## config.mk

```make
export PLATFORM = sky130hd
export DESIGN_NAME = pixel_array_sequencer
export DESIGN_NICKNAME = d
export VERILOG_FILES = /design/src/rtl/pixel_array_sequencer.sv
export SDC_FILE = /design/constraint.sdc
export NUM_CORES = 1
export LEC_CHECK = 0
export ABC_AREA = 1
export CELL_PAD_IN_SITES_DETAIL_PLACEMENT = 0
export CELL_PAD_IN_SITES_GLOBAL_PLACEMENT = 2
export CORE_MARGIN = 3
export CORE_UTILIZATION = 36
export CTS_BUF_LIST = sky130_fd_sc_hd__clkbuf_8 sky130_fd_sc_hd__clkbuf_16
export DETAILED_ROUTE_END_ITERATION = 12
export HOLD_SLACK_MARGIN = 0.1
export PLACE_DENSITY_LB_ADDON = 0.1
export SYNTH_ARGS = -nofsm -noshare
export SYNTH_HDL_FRONTEND = slang
export SYNTH_SLANG_ARGS = --single-unit
export TNS_END_PERCENT = 50
```

## constraint.sdc

```tcl
create_clock -name clk -period 3.75 [get_ports clk]
set_input_delay 0.375 -clock clk [delete_from_list [all_inputs] [get_ports clk]]
set_output_delay 0.375 -clock clk [all_outputs]
set_load 0.02 [all_outputs]
```

## src/rtl/pixel_array_sequencer.sv

```systemverilog
// pixel_array_sequencer
//   Frame controller for the pixel array and its shared ramp ADC. One frame
//   runs erase -> expose -> convert (ramp 0 .. 2^ADC_BITS-1) -> row-by-row
//   readout. It then returns to idle, or starts the next frame directly when
//   continuous is high in the last readout cycle.
//
// Ports
//   clk         system clock, rising edge
//   reset       asynchronous active-high reset
//   start       frame request, sampled only while idle
//   continuous  chain the next frame, sampled only in the last readout cycle
//   erase       pixel erase control (ERASE phase)
//   expose      pixel exposure control (EXPOSE phase)
//   convert     comparator/ramp enable (CONVERT phase)
//   adc_count   ramp/code counter, holds its final code through readout
//   read        one-hot row select during READ, zero elsewhere
//   busy        high whenever not idle
//   frame_done  one-cycle pulse on the last readout cycle of the last row
module pixel_array_sequencer #(
    parameter int ROWS          = 2,
    parameter int ADC_BITS      = 8,
    parameter int ERASE_CYCLES  = 5,
    parameter int EXPOSE_CYCLES = 255,
    parameter int READ_CYCLES   = 5
) (
    input  logic                clk,
    input  logic                reset,
    input  logic                start,
    input  logic                continuous,
    output logic                erase,
    output logic                expose,
    output logic                convert,
    output logic [ADC_BITS-1:0] adc_count,
    output logic [ROWS-1:0]     read,
    output logic                busy,
    output logic                frame_done
);

    localparam int ROW_W = (ROWS > 1) ? $clog2(ROWS) : 1;

    localparam logic [31:0]         ERASE_LAST  = 32'(ERASE_CYCLES - 1);
    localparam logic [31:0]         EXPOSE_LAST = 32'(EXPOSE_CYCLES - 1);
    localparam logic [31:0]         READ_LAST   = 32'(READ_CYCLES - 1);
    localparam logic [ROW_W-1:0]    ROW_LAST    = ROW_W'(ROWS - 1);
    localparam logic [ADC_BITS-1:0] ADC_MAX     = {ADC_BITS{1'b1}};

    typedef enum logic [2:0] {
        S_IDLE    = 3'd0,
        S_ERASE   = 3'd1,
        S_EXPOSE  = 3'd2,
        S_CONVERT = 3'd3,
        S_READ    = 3'd4
    } state_t;

    state_t              state_r;
    state_t              state_s;
    logic [31:0]         cnt_r;
    logic [31:0]         cnt_s;
    logic [ROW_W-1:0]    row_r;
    logic [ROW_W-1:0]    row_s;
    logic [ADC_BITS-1:0] adc_s;
    logic                erase_s;
    logic                expose_s;
    logic                convert_s;
    logic [ROWS-1:0]     read_s;
    logic                busy_s;
    logic                done_s;

    // Next-state, phase counters and next-cycle output decode.
    always_comb begin
        state_s = state_r;
        cnt_s   = cnt_r;
        row_s   = row_r;
        adc_s   = adc_count;
        case (state_r)
            S_IDLE: begin
                if (start) begin
                    state_s = S_ERASE;
                    cnt_s   = 32'd0;
                    row_s   = {ROW_W{1'b0}};
                    adc_s   = {ADC_BITS{1'b0}};
                end else begin
                    state_s = S_IDLE;
                end
            end
            S_ERASE: begin
                if (cnt_r == ERASE_LAST) begin
                    state_s = S_EXPOSE;
                    cnt_s   = 32'd0;
                end else begin
                    cnt_s = cnt_r + 32'd1;
                end
            end
            S_EXPOSE: begin
                if (cnt_r == EXPOSE_LAST) begin
                    state_s = S_CONVERT;
                    cnt_s   = 32'd0;
                    adc_s   = {ADC_BITS{1'b0}};
                end else begin
                    cnt_s = cnt_r + 32'd1;
                end
            end
            S_CONVERT: begin
                // The ramp value itself times the phase; stopping at full
                // scale means the counter can never wrap here.
                if (adc_count == ADC_MAX) begin
                    state_s = S_READ;
                    cnt_s   = 32'd0;
                    row_s   = {ROW_W{1'b0}};
                end else begin
                    adc_s = adc_count + {{(ADC_BITS-1){1'b0}}, 1'b1};
                end
            end
            S_READ: begin
                if (cnt_r == READ_LAST) begin
                    cnt_s = 32'd0;
                    if (row_r == ROW_LAST) begin
                        row_s = {ROW_W{1'b0}};
                        if (continuous) begin
                            state_s = S_ERASE;
                            adc_s   = {ADC_BITS{1'b0}};
                        end else begin
                            state_s = S_IDLE;
                        end
                    end else begin
                        row_s = row_r + {{(ROW_W-1){1'b0}}, 1'b1};
                    end
                end else begin
                    cnt_s = cnt_r + 32'd1;
                end
            end
            default: begin
                state_s = S_IDLE;
                cnt_s   = 32'd0;
                row_s   = {ROW_W{1'b0}};
                adc_s   = {ADC_BITS{1'b0}};
            end
        endcase

        // Outputs are decoded from the next state so the registered copies
        // are exact Moore decodes of the state they accompany.
        erase_s   = (state_s == S_ERASE);
        expose_s  = (state_s == S_EXPOSE);
        convert_s = (state_s == S_CONVERT);
        busy_s    = (state_s != S_IDLE);
        if (state_s == S_READ) begin
            read_s = ROWS'(1'b1) << row_s;
        end else begin
            read_s = {ROWS{1'b0}};
        end
        done_s = (state_s == S_READ) && (row_s == ROW_LAST) && (cnt_s == READ_LAST);
    end

    // State, counters and registered outputs.
    always_ff @(posedge clk or posedge reset) begin
        if (reset) begin
            state_r    <= S_IDLE;
            cnt_r      <= 32'd0;
            row_r      <= {ROW_W{1'b0}};
            adc_count  <= {ADC_BITS{1'b0}};
            erase      <= 1'b0;
            expose     <= 1'b0;
            convert    <= 1'b0;
            read       <= {ROWS{1'b0}};
            busy       <= 1'b0;
            frame_done <= 1'b0;
        end else begin
            state_r    <= state_s;
            cnt_r      <= cnt_s;
            row_r      <= row_s;
            adc_count  <= adc_s;
            erase      <= erase_s;
            expose     <= expose_s;
            convert    <= convert_s;
            read       <= read_s;
            busy       <= busy_s;
            frame_done <= done_s;
        end
    end

endmodule
```

Yosys cells after proc, flatten, opt, wreduce, memory -nomap -nowiden
Index checks and enable logic that the tools add are counted.
W data, S select, Z words.
{"block": "word_totals", "ff_bits": 51, "in_bits": 4, "output_inout_bits": 15, "elab_cells": 66}
{"block": "op_classes", "add_sub_neg": 3, "eq_ne": 18, "shifts": 1, "muxes": 26, "bitwise_logic": 1, "reduce_logical": 7}
{"cell": "$mux W32", "n": 4}
{"cell": "$pmux W32 S4", "n": 1}
{"cell": "$eq A32 B3 Y1 const B", "n": 2}
{"cell": "$mux W8", "n": 6}
{"cell": "$pmux W8 S5", "n": 1}
{"cell": "$add A32 B1 Y32 const B", "n": 1}
{"cell": "$eq A32 B8 Y1 const B", "n": 1}
{"cell": "$mux W3", "n": 5}
{"cell": "$pmux W3 S5", "n": 1}
{"cell": "$eq A3 B2 Y1 const B", "n": 4}
{"cell": "$ne A2 B2 Y1 const B", "n": 6}
{"cell": "$add A8 B1 Y8 const B", "n": 1}
{"cell": "$eq A8 B8 Y1 const B", "n": 1}
{"cell": "$reduce_and A7 Y1", "n": 1}
{"cell": "$eq A3 B1 Y1 const B", "n": 2}
{"cell": "$eq A3 B3 Y1 const B", "n": 2}
{"cell": "$mux W1", "n": 6}
{"cell": "$pmux W1 S4", "n": 1}
{"cell": "$reduce_or A2 Y1", "n": 2}
{"cell": "$logic_not A3 Y1", "n": 1}
{"cell": "$reduce_bool A3 Y1", "n": 1}
{"cell": "$logic_and A1 B1 Y1", "n": 2}
{"cell": "$mux W2", "n": 1}
{"cell": "$shl A1 B1 Y2 const A", "n": 1}
{"cell": "other kinds (2)", "n": 2}

Longest topological paths before layout
{"block": "logic_depth", "depth_word": 7, "ltp_mapped": 17, "ltp_nobuf": 16}

Worst setup path before layout
OpenSTA, ideal clock, no wires.
{"block": "synth_path", "path_type": "reg2reg", "start": "reg adc_count[0]", "end": "reg frame_done", "setup_ps": 80, "t_arrival_ps": 1981, "required_time_ps": 3670, "path_slack_ps": 1689, "path_stages_with_launch": 13, "path_buffers": 1, "synth_period_minus_slack_ps": 2061, "cell_sequence": "dfrtp_1 ha_1 nand2_1 nor2_2 nand4_2 nand2_1 nand2_2 buf_2 nand2_1 nand3_1 nor2_1 nand3_1 nor3_2"}
{"block": "synth_via", "elab_chain_cells": 6, "word_cells_on_any_way": 11, "classes_between": "3 x eq/ne; 6 x mux; 2 x reduce/logical"}
{"item": "start: declaration", "line": "33", "source": "output logic [ADC_BITS-1:0] adc_count,"}
{"item": "start signal: assignment", "line": "160", "source": "adc_count <= {ADC_BITS{1'b0}};"}
{"item": "start signal: assignment", "line": "171", "source": "adc_count <= adc_s;"}
{"item": "$eq A8 B8 Y1 (*)", "line": "106", "source": "if (adc_count == ADC_MAX) begin"}
{"item": "parallel branches: the longest is 4 deep, another holds $mux W32"}
{"item": "$logic_and A1 B1 Y1 (*)", "line": "151", "source": "done_s = (state_s == S_READ) && (row_s == ROW_LAST) && (cnt_s == READ_LAST);"}
{"item": "net done_s", "line": "67", "source": "logic done_s;"}
{"item": "end signal: assignment", "line": "177", "source": "frame_done <= done_s;"}
{"item": "end: declaration", "line": "36", "source": "output logic frame_done"}
Mark *: on every way through the listed nets, which the timed path passes.
A chain may end at the register's enable or synchronous reset.

Worst setup path after layout
{"block": "layout_path", "start": "reg cnt_r[1]", "end": "reg frame_done"}
{"block": "layout_via", "word_cells_on_any_way": 18, "classes_between": "1 x add/sub; 4 x eq/ne; 11 x mux; 2 x reduce/logical"}
{"item": "start: declaration", "line": "57", "source": "logic [31:0] cnt_r;"}
{"item": "start signal: assignment", "line": "169", "source": "cnt_r <= cnt_s;"}
{"item": "$add A32 B1 Y32 (tied with other cells)", "line": "91, 100, 129"}
{"item": "$mux W32, on equally long branches", "line": "87, 115, 95"}
{"item": "$pmux W32 S4 (*)", "line": "75", "source": "case (state_r)"}
{"item": "net cnt_s[30]", "line": "58", "source": "logic [31:0] cnt_s;"}
{"item": "$eq A32 B3 Y1 (*)", "line": "151"}
{"item": "$logic_and A1 B1 Y1 (*)", "line": "151"}
{"item": "net done_s", "line": "67"}
The timed path passes the listed nets; every way through them passes the cells marked *.

==> results.json <==
{
  "status": "finished clean",
  "cts.sinks": 51,
  "core_area_um2": 10400,
  "r2r_setup_slack_ps": 1320,
  "reg2reg_to": "frame_done",
  "crit_buf_inv": 1,
  "synth_cell_types": 38,
  "netlist_instances": 601,
  "vias_per_cell": 4.95,
  "slew_violations": 0,
  "dp.cells": 748,
  "synth_top_area_share": 0.329,
  "setup-tns-final_ps": 0,
  "yosys.area.top_type": "dfrtp_1",
  "period_needed_ps": 2430,
  "drt_iter0_drc": 224,
  "netlist_area_um2": 3880,
  "use_met2": 0.332,
  "path_cells": "ha_1 > nand2_1 > nor2_2 > nand2_1 > nor2_1 > nand2_1 > inv_1 > nand3_1 > nand3_1 > nand2_1 > nor2_1 > nand3_1 > nor3_2",
  "setup_violations": 0,
  "grt_use_met1": 0.310,
  "clk_latency_ps": 320,
  "io_pins": 19,
  "synth_edf_count": 0,
  "ctsResizeCount": 0,
  "fin_crit_sh": 0.648,
  "htree_levels": 2,
  "die_w_um": 110,
  "antenna_found_initial": 0,
  "path_max_fanout": 6,
  "first_global_vias": 3573,
  "drcViolationCount": 0,
  "peakVddDrop_mv": 0.127,
  "gr-total-overflow": 0,
  "worst_r2r_path_depth": 13,
  "p_leak_nw": 2.24,
  "cts_made_buffers": 5,
  "yosys-top-cells-area": "dfrtp_1 (33%), nand2_1 (17%), nand3_1 (10%), nor2_1 (8.7%), inv_1 (7.9%)",
  "seq_area_frac_synth": 0.329,
  "rsz0062_at_grt": "false",
  "diodes": 0,
  "crit_type": "reg -> reg",
  "synth.most_common_cell": "nand2_1",
  "layout.nets": 627,
  "final.setup_skew_ps": 14.6,
  "busiest_layer": "met2",
  "cp-start-kind": "flop",
  "layout.cells.non_filler": 756,
  "drive_above_1_share": 0.0855,
  "power.density_nw_per_um2": 228,
  "ant_nets": 0,
  "grt_first_pass_wirelength_mm": 19.4,
  "synth.ff_latch_count": 51,
  "start_util": 0.373,
  "path_delay_family": "simple AND/OR/NAND/NOR gates",
  "track_usage": 0.213,
  "die_h_um": 110,
  "max-slew-margin-rel": 0.519,
  "rows": 37,
  "final_util": 0.415,
  "drt_pass1_iterations": 4,
  "totalWireLength_mm": 11.8,
  "critPathRequiredTime_ps": 4010,
  "synth_ff_type": "dfrtp_1",
  "clkSlewWorstSetupHoldPaths_ps": 110,
  "clock_path_buffers": 2,
  "crit_path_max_incr_delay_ps": 440,
  "vias": 3739,
  "place.detailed.hpwl_mm": 9.17,
  "io_buffers": 18,
  "gr-usage-met3": 0.0276,
  "crit_slowest_cell": "dfrtp_1",
  "syn_area_per_cell_um2": 6.46,
  "async_flop_share": 1.00,
  "hold_violations": 0,
  "synth_commonest_cells": "nand2_1 (178), nor2_1 (90), inv_1 (82)",
  "clock-root-buffer": "clkbuf_8",
  "path_depth": 13,
  "synth_fp_nets": 609,
  "cts_tree": "done",
  "wl_per_cell_um": 15.7,
  "grt_max_degree": 33,
  "globalplace.congestion": 0.869,
  "max_freq_ghz": 0.411,
  "cp.arrival_ps": 2690,
  "r2r_start": "cnt_r[1]",
  "synthToLayoutAreaGrowth_pct": 11.3,
  "die_area_um2": 12100,
  "path_common_cell": "nand2_1",
  "max_cap_viol_count": 0,
  "yosys_warnings": 0,
  "tightest_slew_ps": 720,
  "cts_hold_buf": 0,
  "cp-end-kind": "flop",
  "cts_setup_buffers": 0,
  "worstHoldPathType": "in -> async"
}
==> power breakdown <==
group | switching (mW) | total (mW) | internal [mW]
clock network | 0.198 | 0.415 | 0.216
registers | 0 | 0.549 | 0.549
logic | 0.0155 | 0.0191 | 0.00366
==> cells by family after synthesis <==
group                    share of synthesized area
buffers and inverters                       0.0970
AO/OA/AOI/OAI                               0.0542
AND/OR/NAND/NOR                              0.485
XOR/XNOR                                    0.0226
adder cells (fa/ha/maj)                     0.0129
flip-flops                                   0.329
==> state kept, by name, indices dropped and copies added (netlist names) <==
| signal | count |
|---|---|
| frame_done | 1 |
| busy | 1 |
| row_r | 1 |
| cnt_r | 32 |
| expose | 1 |
| read | 2 |
| erase | 1 |
| convert | 1 |
| adc_count | 8 |
| state_r | 3 |
==> how the worst max path moves through the flow <==
stage          slack (ps)         end          from
6_report             1320  frame_done      cnt_r[1]
5_1_grt               960  frame_done  adc_count[0]
4_1_cts              1270  frame_done  adc_count[0]
3_5_place_dp         1220  frame_done         start
3_3_place_gp         1290  frame_done         start
2_1_floorplan        1690  frame_done  adc_count[0]
==> layer usage <==
metal / share of wire / up-vias
li1: - / 1924
met1: 0.49 / 1743
met2: 0.44 / 59
met3: 0.050 / 13
met4: 0.017 / 0
met5: 0 / -
==> through the flow <==
step / setup slack, ps / total power [mW] / cell area [um^2] / hold WS (ps)
final: 1320 / 0.983 / 4320 / 482
after global routing: 961 / 1.02 / 4320 / 537
after CTS: 1270 / 1.00 / 4320 / 512
after detailed placement: 1220 / 0.581 / 4200 / 528
after global placement: 1290 / 0.581 / 4200 / 514
after floorplan: 1690 / 0.571 / 3880 / 516
==> worst register-to-register path, delay by kind of cell (launching register included) <==
kind	cells	cell delay, ps
simple gates	11	1580
flops	1	440
fa+ha+maj	1	240
buf+inv	1	120
==> cells in the final DEF, fill, tap and decap left out, types with 2 or more instances in the layout <==
cell type,instances
nand3b_1,7
o21ai_0,13
clkbuf_8,6
nor2_4,5
inv_1,81
xnor2_1,4
nor2_1,90
dfrtp_1,51
inv_2,2
nor3_2,3
xor2_1,6
buf_4,5
a21oi_1,9
nand2_2,13
o31ai_1,3
ha_1,4
o21bai_1,3
nand2_1,178
nor2_2,7
nor3_1,6
nand4_1,8
nand3_1,79
clkdlybuf4s50_1,18
nand2_4,5
==> layout make-up <==
class | instances | area [um^2]
Clock inverter | 2 | 35.0
Fill cell | 1162 | 6090
Sequential cell | 51 | 1280
Inverter | 83 | 312
Timing Repair Buffer | 23 | 218
Clock buffer | 6 | 82.6
Multi-Input combinational cell | 455 | 2230
Tap cell | 136 | 170
Power figures use the tool's default switching activity.
